--- src/rtl/brq_wb_pkg.sv ---
// brq_wb_pkg: shared types and defaults for the writeback writer slice
package brq_wb_pkg;
    localparam int DATA_W = 32;
    localparam int REG_AW = 5;

    typedef struct packed {
        logic [REG_AW-1:0] rd;
        logic [DATA_W-1:0] data;
    } wb_entry_t;

    typedef enum logic [1:0] {
        SRC_NONE,
        SRC_ALU,
        SRC_FIFO,
        SRC_BYPASS
    } wb_src_e;
endpackage

--- src/rtl/brq_wb_writer_if.sv ---
// brq_wb_writer_if: issue/hazard, ALU, LSU and register-file write port bundle
interface brq_wb_writer_if
    import brq_wb_pkg::*;
#(
    parameter int DataWidth    = DATA_W,
    parameter int AddrRegWidth = REG_AW,
    parameter int FifoDepth    = 4
);
    logic                           issue_valid;
    logic                           issue_long;
    logic [AddrRegWidth-1:0]        issue_rd;
    logic [AddrRegWidth-1:0]        chk_rs1;
    logic [AddrRegWidth-1:0]        chk_rs2;
    logic [AddrRegWidth-1:0]        chk_rd;
    logic                           hazard_stall;
    logic                           alu_valid;
    logic [AddrRegWidth-1:0]        alu_rd;
    logic [DataWidth-1:0]           alu_data;
    logic                           lsu_valid;
    logic [AddrRegWidth-1:0]        lsu_rd;
    logic [DataWidth-1:0]           lsu_data;
    logic                           lsu_ready;
    logic                           writeEn;
    logic [AddrRegWidth-1:0]        writeDataSel;
    logic [DataWidth-1:0]           writeData;
    logic [$clog2(FifoDepth):0]     fifo_count;

    modport master (
        output issue_valid, issue_long, issue_rd, chk_rs1, chk_rs2, chk_rd,
        output alu_valid, alu_rd, alu_data, lsu_valid, lsu_rd, lsu_data,
        input  hazard_stall, lsu_ready, writeEn, writeDataSel, writeData, fifo_count
    );

    modport slave (
        input  issue_valid, issue_long, issue_rd, chk_rs1, chk_rs2, chk_rd,
        input  alu_valid, alu_rd, alu_data, lsu_valid, lsu_rd, lsu_data,
        output hazard_stall, lsu_ready, writeEn, writeDataSel, writeData, fifo_count
    );
endinterface

--- src/rtl/brq_wb_fifo.sv ---
// brq_wb_fifo: circular buffer holding LSU results that lost arbitration
module brq_wb_fifo
    import brq_wb_pkg::*;
#(
    parameter int Width = REG_AW + DATA_W,
    parameter int Depth = 4
) (
    input  logic                     brq_clk,
    input  logic                     brq_rst_n,
    input  logic                     push,
    input  logic [Width-1:0]         push_data,
    input  logic                     pop,
    output logic [Width-1:0]         pop_data,
    output logic [$clog2(Depth):0]   count,
    output logic                     full,
    output logic                     empty
);
    localparam int AddrWidth = $clog2(Depth);
    localparam int CntWidth  = AddrWidth + 1;

    logic [Width-1:0]     mem [Depth];
    logic [AddrWidth-1:0] wr_ptr, rd_ptr;

    assign pop_data = mem[rd_ptr];
    assign full     = count == CntWidth'(Depth);
    assign empty    = count == '0;

    // Pointers wrap naturally since Depth is a power of two
    always_ff @(posedge brq_clk) begin
        if (!brq_rst_n) begin
            wr_ptr <= '0;
            rd_ptr <= '0;
            count  <= '0;
        end else begin
            wr_ptr <= wr_ptr + AddrWidth'(push);
            rd_ptr <= rd_ptr + AddrWidth'(pop);
            count  <= count + CntWidth'(push) - CntWidth'(pop);
        end
    end

    // Storage needs no reset; stale entries are unreachable once pointers clear
    always_ff @(posedge brq_clk) begin
        if (push) mem[wr_ptr] <= push_data;
    end
endmodule

--- src/rtl/brq_wb_writer.sv ---
// brq_wb_writer: arbitrates ALU/LSU results onto the register-file write port and tracks busy registers
module brq_wb_writer
    import brq_wb_pkg::*;
#(
    parameter int DataWidth    = DATA_W,
    parameter int AddrRegWidth = REG_AW,
    parameter int FifoDepth    = 4
) (
    input logic            brq_clk,
    input logic            brq_rst_n,
    brq_wb_writer_if.slave bus
);
    localparam int NumRegs    = 2 ** AddrRegWidth;
    localparam int EntryWidth = AddrRegWidth + DataWidth;

    wb_src_e                 src;
    logic                    fifo_full, fifo_empty, lsu_fire, push, pop, do_write;
    logic [EntryWidth-1:0]   head;
    logic [AddrRegWidth-1:0] sel_rd;
    logic [DataWidth-1:0]    sel_data;
    logic [NumRegs-1:0]      busy, set_mask, clr_mask;

    assign bus.lsu_ready    = brq_rst_n & ~fifo_full;
    assign lsu_fire         = bus.lsu_valid & bus.lsu_ready;
    assign bus.hazard_stall = busy[bus.chk_rs1] | busy[bus.chk_rs2] | busy[bus.chk_rd];

    // Fixed priority: ALU, then buffered LSU head, then LSU bypass when the buffer is empty
    always_comb begin
        src      = bus.alu_valid ? SRC_ALU : !fifo_empty ? SRC_FIFO : lsu_fire ? SRC_BYPASS : SRC_NONE;
        sel_rd   = src == SRC_ALU ? bus.alu_rd : src == SRC_FIFO ? head[DataWidth +: AddrRegWidth] : bus.lsu_rd;
        sel_data = src == SRC_ALU ? bus.alu_data : src == SRC_FIFO ? head[DataWidth-1:0] : bus.lsu_data;
        pop      = src == SRC_FIFO;
        push     = lsu_fire && src != SRC_BYPASS;
        do_write = src != SRC_NONE && sel_rd != '0;
        set_mask = (bus.issue_valid && bus.issue_long) ? NumRegs'(1) << bus.issue_rd : '0;
        clr_mask = (src == SRC_FIFO || src == SRC_BYPASS) ? NumRegs'(1) << sel_rd : '0;
    end

    brq_wb_fifo #(
        .Width (EntryWidth),
        .Depth (FifoDepth)
    ) u_fifo (
        .brq_clk   (brq_clk),
        .brq_rst_n (brq_rst_n),
        .push      (push),
        .push_data ({bus.lsu_rd, bus.lsu_data}),
        .pop       (pop),
        .pop_data  (head),
        .count     (bus.fifo_count),
        .full      (fifo_full),
        .empty     (fifo_empty)
    );

    // Write port register; index/data hold when nothing is written
    always_ff @(posedge brq_clk) begin
        if (!brq_rst_n) begin
            bus.writeEn      <= 1'b0;
            bus.writeDataSel <= '0;
            bus.writeData    <= '0;
        end else begin
            bus.writeEn <= do_write;
            if (do_write) begin
                bus.writeDataSel <= sel_rd;
                bus.writeData    <= sel_data;
            end
        end
    end

    // Busy scoreboard: set beats a same-cycle clear, x0 never busy
    always_ff @(posedge brq_clk) begin
        if (!brq_rst_n) busy <= '0;
        else busy <= ((busy & ~clr_mask) | set_mask) & ~NumRegs'(1);
    end
endmodule

--- src/flat_wrapper.sv ---
// flat-port wrapper written by rule: the top's interface ports become plain ports
module brq_wb_writer_flat import brq_wb_pkg::*;
#(
    parameter int DataWidth    = DATA_W,
    parameter int AddrRegWidth = REG_AW,
    parameter int FifoDepth    = 4
)
  (brq_clk, brq_rst_n, bus_issue_valid, bus_issue_long, bus_issue_rd, bus_chk_rs1, bus_chk_rs2, bus_chk_rd, bus_alu_valid, bus_alu_rd, bus_alu_data, bus_lsu_valid, bus_lsu_rd, bus_lsu_data, bus_hazard_stall, bus_lsu_ready, bus_writeEn, bus_writeDataSel, bus_writeData, bus_fifo_count);
  brq_wb_writer_if #(.DataWidth(DataWidth), .AddrRegWidth(AddrRegWidth), .FifoDepth(FifoDepth)) bus_i ();
  input logic brq_clk;
  input logic brq_rst_n;
  input wire logic [$bits(bus_i.issue_valid)-1:0] bus_issue_valid;
  input wire logic [$bits(bus_i.issue_long)-1:0] bus_issue_long;
  input wire logic [$bits(bus_i.issue_rd)-1:0] bus_issue_rd;
  input wire logic [$bits(bus_i.chk_rs1)-1:0] bus_chk_rs1;
  input wire logic [$bits(bus_i.chk_rs2)-1:0] bus_chk_rs2;
  input wire logic [$bits(bus_i.chk_rd)-1:0] bus_chk_rd;
  input wire logic [$bits(bus_i.alu_valid)-1:0] bus_alu_valid;
  input wire logic [$bits(bus_i.alu_rd)-1:0] bus_alu_rd;
  input wire logic [$bits(bus_i.alu_data)-1:0] bus_alu_data;
  input wire logic [$bits(bus_i.lsu_valid)-1:0] bus_lsu_valid;
  input wire logic [$bits(bus_i.lsu_rd)-1:0] bus_lsu_rd;
  input wire logic [$bits(bus_i.lsu_data)-1:0] bus_lsu_data;
  output wire logic [$bits(bus_i.hazard_stall)-1:0] bus_hazard_stall;
  output wire logic [$bits(bus_i.lsu_ready)-1:0] bus_lsu_ready;
  output wire logic [$bits(bus_i.writeEn)-1:0] bus_writeEn;
  output wire logic [$bits(bus_i.writeDataSel)-1:0] bus_writeDataSel;
  output wire logic [$bits(bus_i.writeData)-1:0] bus_writeData;
  output wire logic [$bits(bus_i.fifo_count)-1:0] bus_fifo_count;
  assign bus_i.issue_valid = bus_issue_valid;
  assign bus_i.issue_long = bus_issue_long;
  assign bus_i.issue_rd = bus_issue_rd;
  assign bus_i.chk_rs1 = bus_chk_rs1;
  assign bus_i.chk_rs2 = bus_chk_rs2;
  assign bus_i.chk_rd = bus_chk_rd;
  assign bus_i.alu_valid = bus_alu_valid;
  assign bus_i.alu_rd = bus_alu_rd;
  assign bus_i.alu_data = bus_alu_data;
  assign bus_i.lsu_valid = bus_lsu_valid;
  assign bus_i.lsu_rd = bus_lsu_rd;
  assign bus_i.lsu_data = bus_lsu_data;
  assign bus_hazard_stall = bus_i.hazard_stall;
  assign bus_lsu_ready = bus_i.lsu_ready;
  assign bus_writeEn = bus_i.writeEn;
  assign bus_writeDataSel = bus_i.writeDataSel;
  assign bus_writeData = bus_i.writeData;
  assign bus_fifo_count = bus_i.fifo_count;
  brq_wb_writer #(.DataWidth(DataWidth), .AddrRegWidth(AddrRegWidth), .FifoDepth(FifoDepth)) u_core (.brq_clk(brq_clk), .brq_rst_n(brq_rst_n), .bus(bus_i));
endmodule
--- config.mk ---
export PLATFORM = sky130hd
export DESIGN_NAME = brq_wb_writer_flat
export DESIGN_NICKNAME = d
export VERILOG_FILES = /design/src/rtl/brq_wb_pkg.sv /design/src/rtl/brq_wb_writer_if.sv /design/src/rtl/brq_wb_fifo.sv /design/src/rtl/brq_wb_writer.sv /design/src/flat_wrapper.sv
export SDC_FILE = /design/constraint.sdc
export NUM_CORES = 1
export LEC_CHECK = 0
export CAP_MARGIN = 0
export CELL_PAD_IN_SITES_DETAIL_PLACEMENT = 1
export CELL_PAD_IN_SITES_GLOBAL_PLACEMENT = 2
export CORE_MARGIN = 2
export CORE_UTILIZATION = 30
export CTS_CLUSTER_SIZE = 20
export DETAILED_ROUTE_END_ITERATION = 10
export HOLD_SLACK_MARGIN = 0.1
export PLACE_DENSITY_LB_ADDON = 0.1
export REMOVE_ABC_BUFFERS = 1
export SLEW_MARGIN = 20
export SYNTH_ARGS = -nofsm -noshare
export SYNTH_HDL_FRONTEND = slang
export SYNTH_SLANG_ARGS = --single-unit
--- constraint.sdc ---
create_clock -name brq_clk -period 5.85 [get_ports brq_clk]
set_clock_uncertainty 0.1 [all_clocks]
set_input_delay 0.8775 -clock brq_clk [delete_from_list [all_inputs] [get_ports brq_clk]]
set_output_delay 0.8775 -clock brq_clk [all_outputs]
set_load 0.01 [all_outputs]
# Yosys cells after proc, flatten, opt, wreduce, memory -nomap -nowiden
# Memories as Yosys holds them, arrays and structs flattened. A register that Yosys moved wholly into a read port is not among the register bits.
# Index checks and enable logic that the tools add are counted.
classes:
  add_sub_neg: 4
  magnitude_cmp: 3
  eq_ne: 5
  shifts: 2
  n_mux: 18
  n_bitwise: 8
  n_reduce_logical: 7
ops:
  columns: ["operator", "count"]
  rows:
  - ["$mux 32", 4]
  - ["$shl 1x5->32 const A", 2]
  - ["$and 32x32->32", 1]
  - ["$not 32->32", 1]
  - ["$or 32x32->32", 1]
  - ["$lt 5x6->1 const B", 3]
  - ["$bmux 1 s5", 3]
  - ["$mux 5", 2]
  - ["$mux 2", 4]
  - ["$mux 1", 5]
  - ["$reduce_bool 5->1", 1]
  - ["$add 2x1->2", 2]
  - ["$eq 2x2->1 const B", 2]
  - ["$add 3x1->3", 1]
  - ["$eq 3x3->1 const B", 1]
  - ["$logic_and 1x1->1", 3]
  - ["$logic_not 3->1", 1]
  - ["$sub 3x1->3", 1]
  - ["$and 1x1->1", 2]
  - ["$eq 2x1->1 const B", 1]
  - ["$ne 2x2->1 const B", 1]
  - ["$or 1x1->1", 2]
  - ["$reduce_bool 2->1", 1]
  - ["$logic_or 1x1->1", 1]
  - ["$not 1->1", 1]
totals:
  regBits: 77
  ramBits: 148
  input_bits: 100
  output_inout_bits: 43
  elab_cells: 56
  n_memories: 1
memory_table:
  columns: ["name", "words", "word_bits", "read_ports", "rd_ports_with_merged_regs", "write_ports", "line_no", "source"]
  rows:
  - ["u_core.u_fifo.mem", 4, 37, 1, 1, 1, "brq_wb_fifo.sv:21", "logic [Width-1:0] mem [Depth];"]

# Depth between registers and ports, before layout
depth:
  depth_word: 15
  depth_mapped: 11

# Hierarchy
# Synthesis repeated with hierarchy kept, for this count alone.
unflattened:
  cells_unflattened: 720
  area_unflattened_um2: 10341.2
by_module_without_submodules:
  columns: ["mod", "n_inst", "cells_each", "area_per_inst_um2", "seq_area_each_um2"]
  rows:
  - ["brq_wb_fifo", 1, 226, 5744.3, 4584.4]
  - ["brq_wb_writer", 1, 494, 4596.9, 1381.3]

# Worst setup path before layout
# No wires, ideal clock.
synth_timing:
  kind: "input to register"
  start: "input port brq_rst_n"
  end: "memory u_core.u_fifo.mem[1][0] in the netlist's numbering (enable)"
  arrival_ns: 4.395
  t_required_ns: 5.265
  slack_ns: 0.870
  stages: 4
  path_cell_list: "clkbuf_1 > clkbuf_1 > o311ai_1 > nor3b_1"
synth_between:
  elab_chain_len: 9
synth_rtl:
  columns: ["element", "line_no", "source"]
  rows:
  - ["from (decl)", "flat_wrapper.sv:11", "input logic brq_rst_n;"]
  - ["$and 1x1->1 *", "brq_wb_writer.sv:23", "assign bus.lsu_ready = brq_rst_n & ~fifo_full;"]
  - ["$and 1x1->1 *", "brq_wb_writer.sv:24", "assign lsu_fire = bus.lsu_valid & bus.lsu_ready;"]
  - ["$mux 2 (3 in a row)", "brq_wb_writer.sv:29", "src = bus.alu_valid ? SRC_ALU : !fifo_empty ? SRC_FIFO : lsu_fire ? SRC_BYPASS : SRC_NONE;"]
  - ["$ne 2x2->1", "brq_wb_writer.sv:33", "push = lsu_fire && src != SRC_BYPASS;"]
  - ["$logic_and 1x1->1 *", "brq_wb_writer.sv:33", null]
  - ["$mux 1 *", "brq_wb_fifo.sv:43", "if (push) mem[wr_ptr] <= push_data;"]
  - ["$mux 1 (implied by the code) *", "brq_wb_fifo.sv:43", null]
  - ["to (decl)", "brq_wb_fifo.sv:21", null]
# Every way passes the cells marked *; elsewhere a longest branch is shown, timed or not.

# Worst setup path after layout
layout_timing:
  start: "input port bus_chk_rd[0]"
  end: "output port bus_hazard_stall"
layout_between:
  elab_chain_len: 3
layout_rtl:
  columns: ["element", "line_no", "source"]
  rows:
  - ["from (decl)", "flat_wrapper.sv:17", "input wire logic [$bits(bus_i.chk_rd)-1:0] bus_chk_rd;"]
  - ["$bmux 1 s5", "brq_wb_writer.sv:25", "assign bus.hazard_stall = busy[bus.chk_rs1] | busy[bus.chk_rs2] | busy[bus.chk_rd];"]
  - ["$mux 1 (implied by the code)", "brq_wb_writer.sv:25", null]
  - ["$or 1x1->1", "brq_wb_writer.sv:25", null]
  - ["to (decl)", "flat_wrapper.sv:24", "output wire logic [$bits(bus_i.hazard_stall)-1:0] bus_hazard_stall;"]
# No other way between the ends. The select of a mux whose other input is x is not followed.

==> flow_metrics.tcl <==
set metrics [dict create \
    outcome "finished clean" \
    regArea_um2 5970 \
    p_sw_frac 0.322 \
    cp_slowest_cell "clkdlybuf4s50_1" \
    cp.arrival_ns 3.49 \
    dieArea_um2 36700 \
    pwr-share-seq 0.396 \
    clock-root-buffer "clkbuf_16" \
    yosys_warnings 0 \
    p_clk_frac 0.330 \
    grt_start_max_net_pins 49 \
    grt.total_usage 0.191 \
    synthTopCellsByArea "edfxtp_1 (42%), dfxtp_1 (14%), mux4_2 (13%), a21oi_1 (6.3%), nand2_1 (4.9%)" \
    viasPerCell 5.30 \
    worstHoldPathType "reg2reg" \
    grt_pass1_wl_mm 52.8 \
    critPathMaxFanout 9 \
    peakVddDrop_uv 160 \
    area_growth_pct 26.2 \
    clk_latency_ns 0.54 \
    vias 7931 \
    port_buffers 142 \
    path_cells "clkdlybuf4s50_1 -> mux4_2 -> mux4_2 -> mux2i_1 -> nand3_1 -> clkdlybuf4s50_1" \
    max_freq_mhz 224 \
    final_cell_area_um2 13300 \
    cts_hold_buffers 0 \
    maxSlewViolCount 0 \
    crit_family "buffers and inverters" \
    synth_seq_cells 224 \
    core-area_um2 34600 \
    synth_cell_types 54 \
    slowest_delay_ns 0.81 \
    setup_violations 0 \
    p_leak_nw 4.31 \
    synth_edf_count 148 \
    worst_setup_path_end_kind "output pin" \
    p_int_w 0.00343 \
    power_density_nw_per_um2 380 \
    syn_area_per_cell_um2 11.7 \
    syn-cell-area_um2 10600 \
    rsz0062_at_grt "false" \
    placed_cells 1446 \
    synth_common_cells "edfxtp_1 (148), nand2_1 (138), a21oi_1 (133), dfxtp_1 (76), mux4_2 (62)" \
    period_needed_ns 4.47 \
    grt_pass1_vias 8355 \
    placed_area_um2 12400 \
    rows 68 \
    cts.sinks 224 \
    multiInputGateArea_um2 4330 \
    p_sw_w 0.00163 \
    ant_nets 0 \
    pwr-share-comb 0.274 \
    cts_tree "built" \
    synth_top_area_share 0.421 \
    path_buf_inv 2 \
    start_kind "input pin" \
    die_height_um 192 \
    yosys_most_used_dff "edfxtp_1" \
    synth-async-reset-ratio 0 \
    drt_first_iter_violations 483 \
    synth_area_leader_cell "edfxtp_1" \
    cts_made_buffers 27 \
    pin_count 143 \
    cts_buffer_depth 3 \
    clk_pin_slew_worst_paths_ns 0.06 \
    cts-resized-gates 0 \
    layout-drive-gt1-share 0.140 \
    finalWirelength_mm 35.0 \
    drt_first_pass_iters 4 \
    crit_type "in2out" \
    start_util 0.305 \
    relSlewSlack 0.295 \
    postCtsSetupBuffers 0 \
    die_x_um 192 \
    hpwl_mm 22.8 \
    finalHoldViolCount 0 \
    wire_per_inst_um 23.4 \
    yosysMostFrequentCell "edfxtp_1" \
    grt_remaining_overflow 0 \
    synth-seq-area-share 0.565 \
    n_fill_cell 3695 \
    drc_errors 0 \
    tightest_slew_ns 1.05 \
    required_ns 4.87 \
    netlist_instances 904 \
    place_congestion 0.800 \
    setup_tns_ns 0 \
    nets 1125 \
    h-tree-depth 1 \
    post-route-period-util 0.764 \
    finalNonFillerCells 1496 \
    maxCapViolCount 0 \
    antenna_found_initial 1 \
]
==> state kept, by name, summed over array words and instances (netlist names) <==
| name | flops |
|---|---|
| u_core.bus.writeData | 32 |
| u_core.bus.writeDataSel | 5 |
| u_core.bus.writeEn | 1 |
| u_core.busy | 31 |
| u_core.u_fifo.count | 3 |
| u_core.u_fifo.mem | 148 |
| u_core.u_fifo.rd_ptr | 2 |
| u_core.u_fifo.wr_ptr | 2 |
==> cell families after synthesis <==
kind of cell / Yosys count / synth area share
buffers and inverters: 81 / 0.0305
adders and majority gates: 5 / 0.00664
AOI/OAI and AO/OA: 258 / 0.144
xor gates and xnor gates: 4 / 0.00332
and+or+nand+nor: 256 / 0.105
DFF: 224 / 0.565
muxes: 76 / 0.146
==> area by class of cell <==
| class | instances | area share |
|---|---|---|
| Tap cell | 455 | 0.0427 |
| Antenna cell | 1 | 0.000188 |
| Clock buffer | 33 | 0.0547 |
| Multi-Input combinational cell | 599 | 0.325 |
| Clock inverter | 16 | 0.0111 |
| Timing Repair Buffer | 160 | 0.116 |
| Inverter | 8 | 0.00225 |
| Sequential cell | 224 | 0.448 |
==> worst min-delay path, cell delays in order, from the launching register on <==
cell     delay (ns)
dfxtp_1        0.32
nand2_1        0.06
o22ai_1        0.06
==> placed cells by master, fill, tap and decap left out, types with 3 or more instances in the layout <==
cell and count:
edfxtp_1 148, clkdlybuf4s50_1 140, nand2_1 138, a21oi_1 133, dfxtp_1 74, mux4_2 62
nor2_1 56, a31oi_1 33, o21ai_1 32, clkbuf_16 27, a311oi_1 20, buf_4 19
mux2i_1 14, nand3_1 10, nor3_1 8, and2_1 8, o21ai_0 8, clkinv_2 7
inv_1 6, and3_1 6, clkinv_1 6, a41oi_1 5, xnor2_1 4, ha_1 4
nor3_2 3, nor3b_2 3, nor2b_1 3, a22oi_1 3, a22o_1 3, or3_1 3
clkbuf_1 3, clkbuf_8 3, bufinv_16 3
==> routing by layer <==
layer | track usage | vias up | part of all wire
met1 | 0.258 | 4021 | 0.46
met4 | 0.0518 | 2 | 0.024
li1 | - | 3688 | -
met2 | 0.324 | 165 | 0.48
met3 | 0.0243 | 55 | 0.036
met5 | 0 | - | 0.00037
==> path summary, 6_finish.rpt <==
path	start	to	slack, ns	cells after the start
setup reg to reg	u_core.u_fifo.rd_ptr[0]	u_core.bus.writeData[10]	1.96	6
hold / removal	u_core.bus.writeDataSel[0]	u_core.bus.writeDataSel[0]	0.39	2
setup / recovery	bus_chk_rd[0]	bus_hazard_stall	1.38	6
hold reg to reg	u_core.bus.writeDataSel[0]	u_core.bus.writeDataSel[0]	0.39	2
==> stage by stage <==
stage	utilization	hold WS (ns)	power, W	setup WS [ns]
6_report	0.385	0.394	0.00506	1.38
5_1_grt	0.385	0.422	0.00533	1.20
4_1_cts	0.385	0.405	0.00516	1.34
3_5_place_dp	0.359	0.397	0.00346	1.34
3_3_place_gp	0.359	0.392	0.00346	1.37
2_1_floorplan	-	0.359	0.00276	0.409
==> power groups by stage <==
stage	sequential, W	combinational (W)	clock [W]
after floorplan	0.00201	0.000745	0
after global placement	0.00205	0.00141	0
after detailed placement	0.00205	0.00141	0
after CTS	0.00202	0.00142	0.00171
after global routing	0.00203	0.00152	0.00177
final	0.00201	0.00139	0.00167
(Power assumes the default switching activity.)
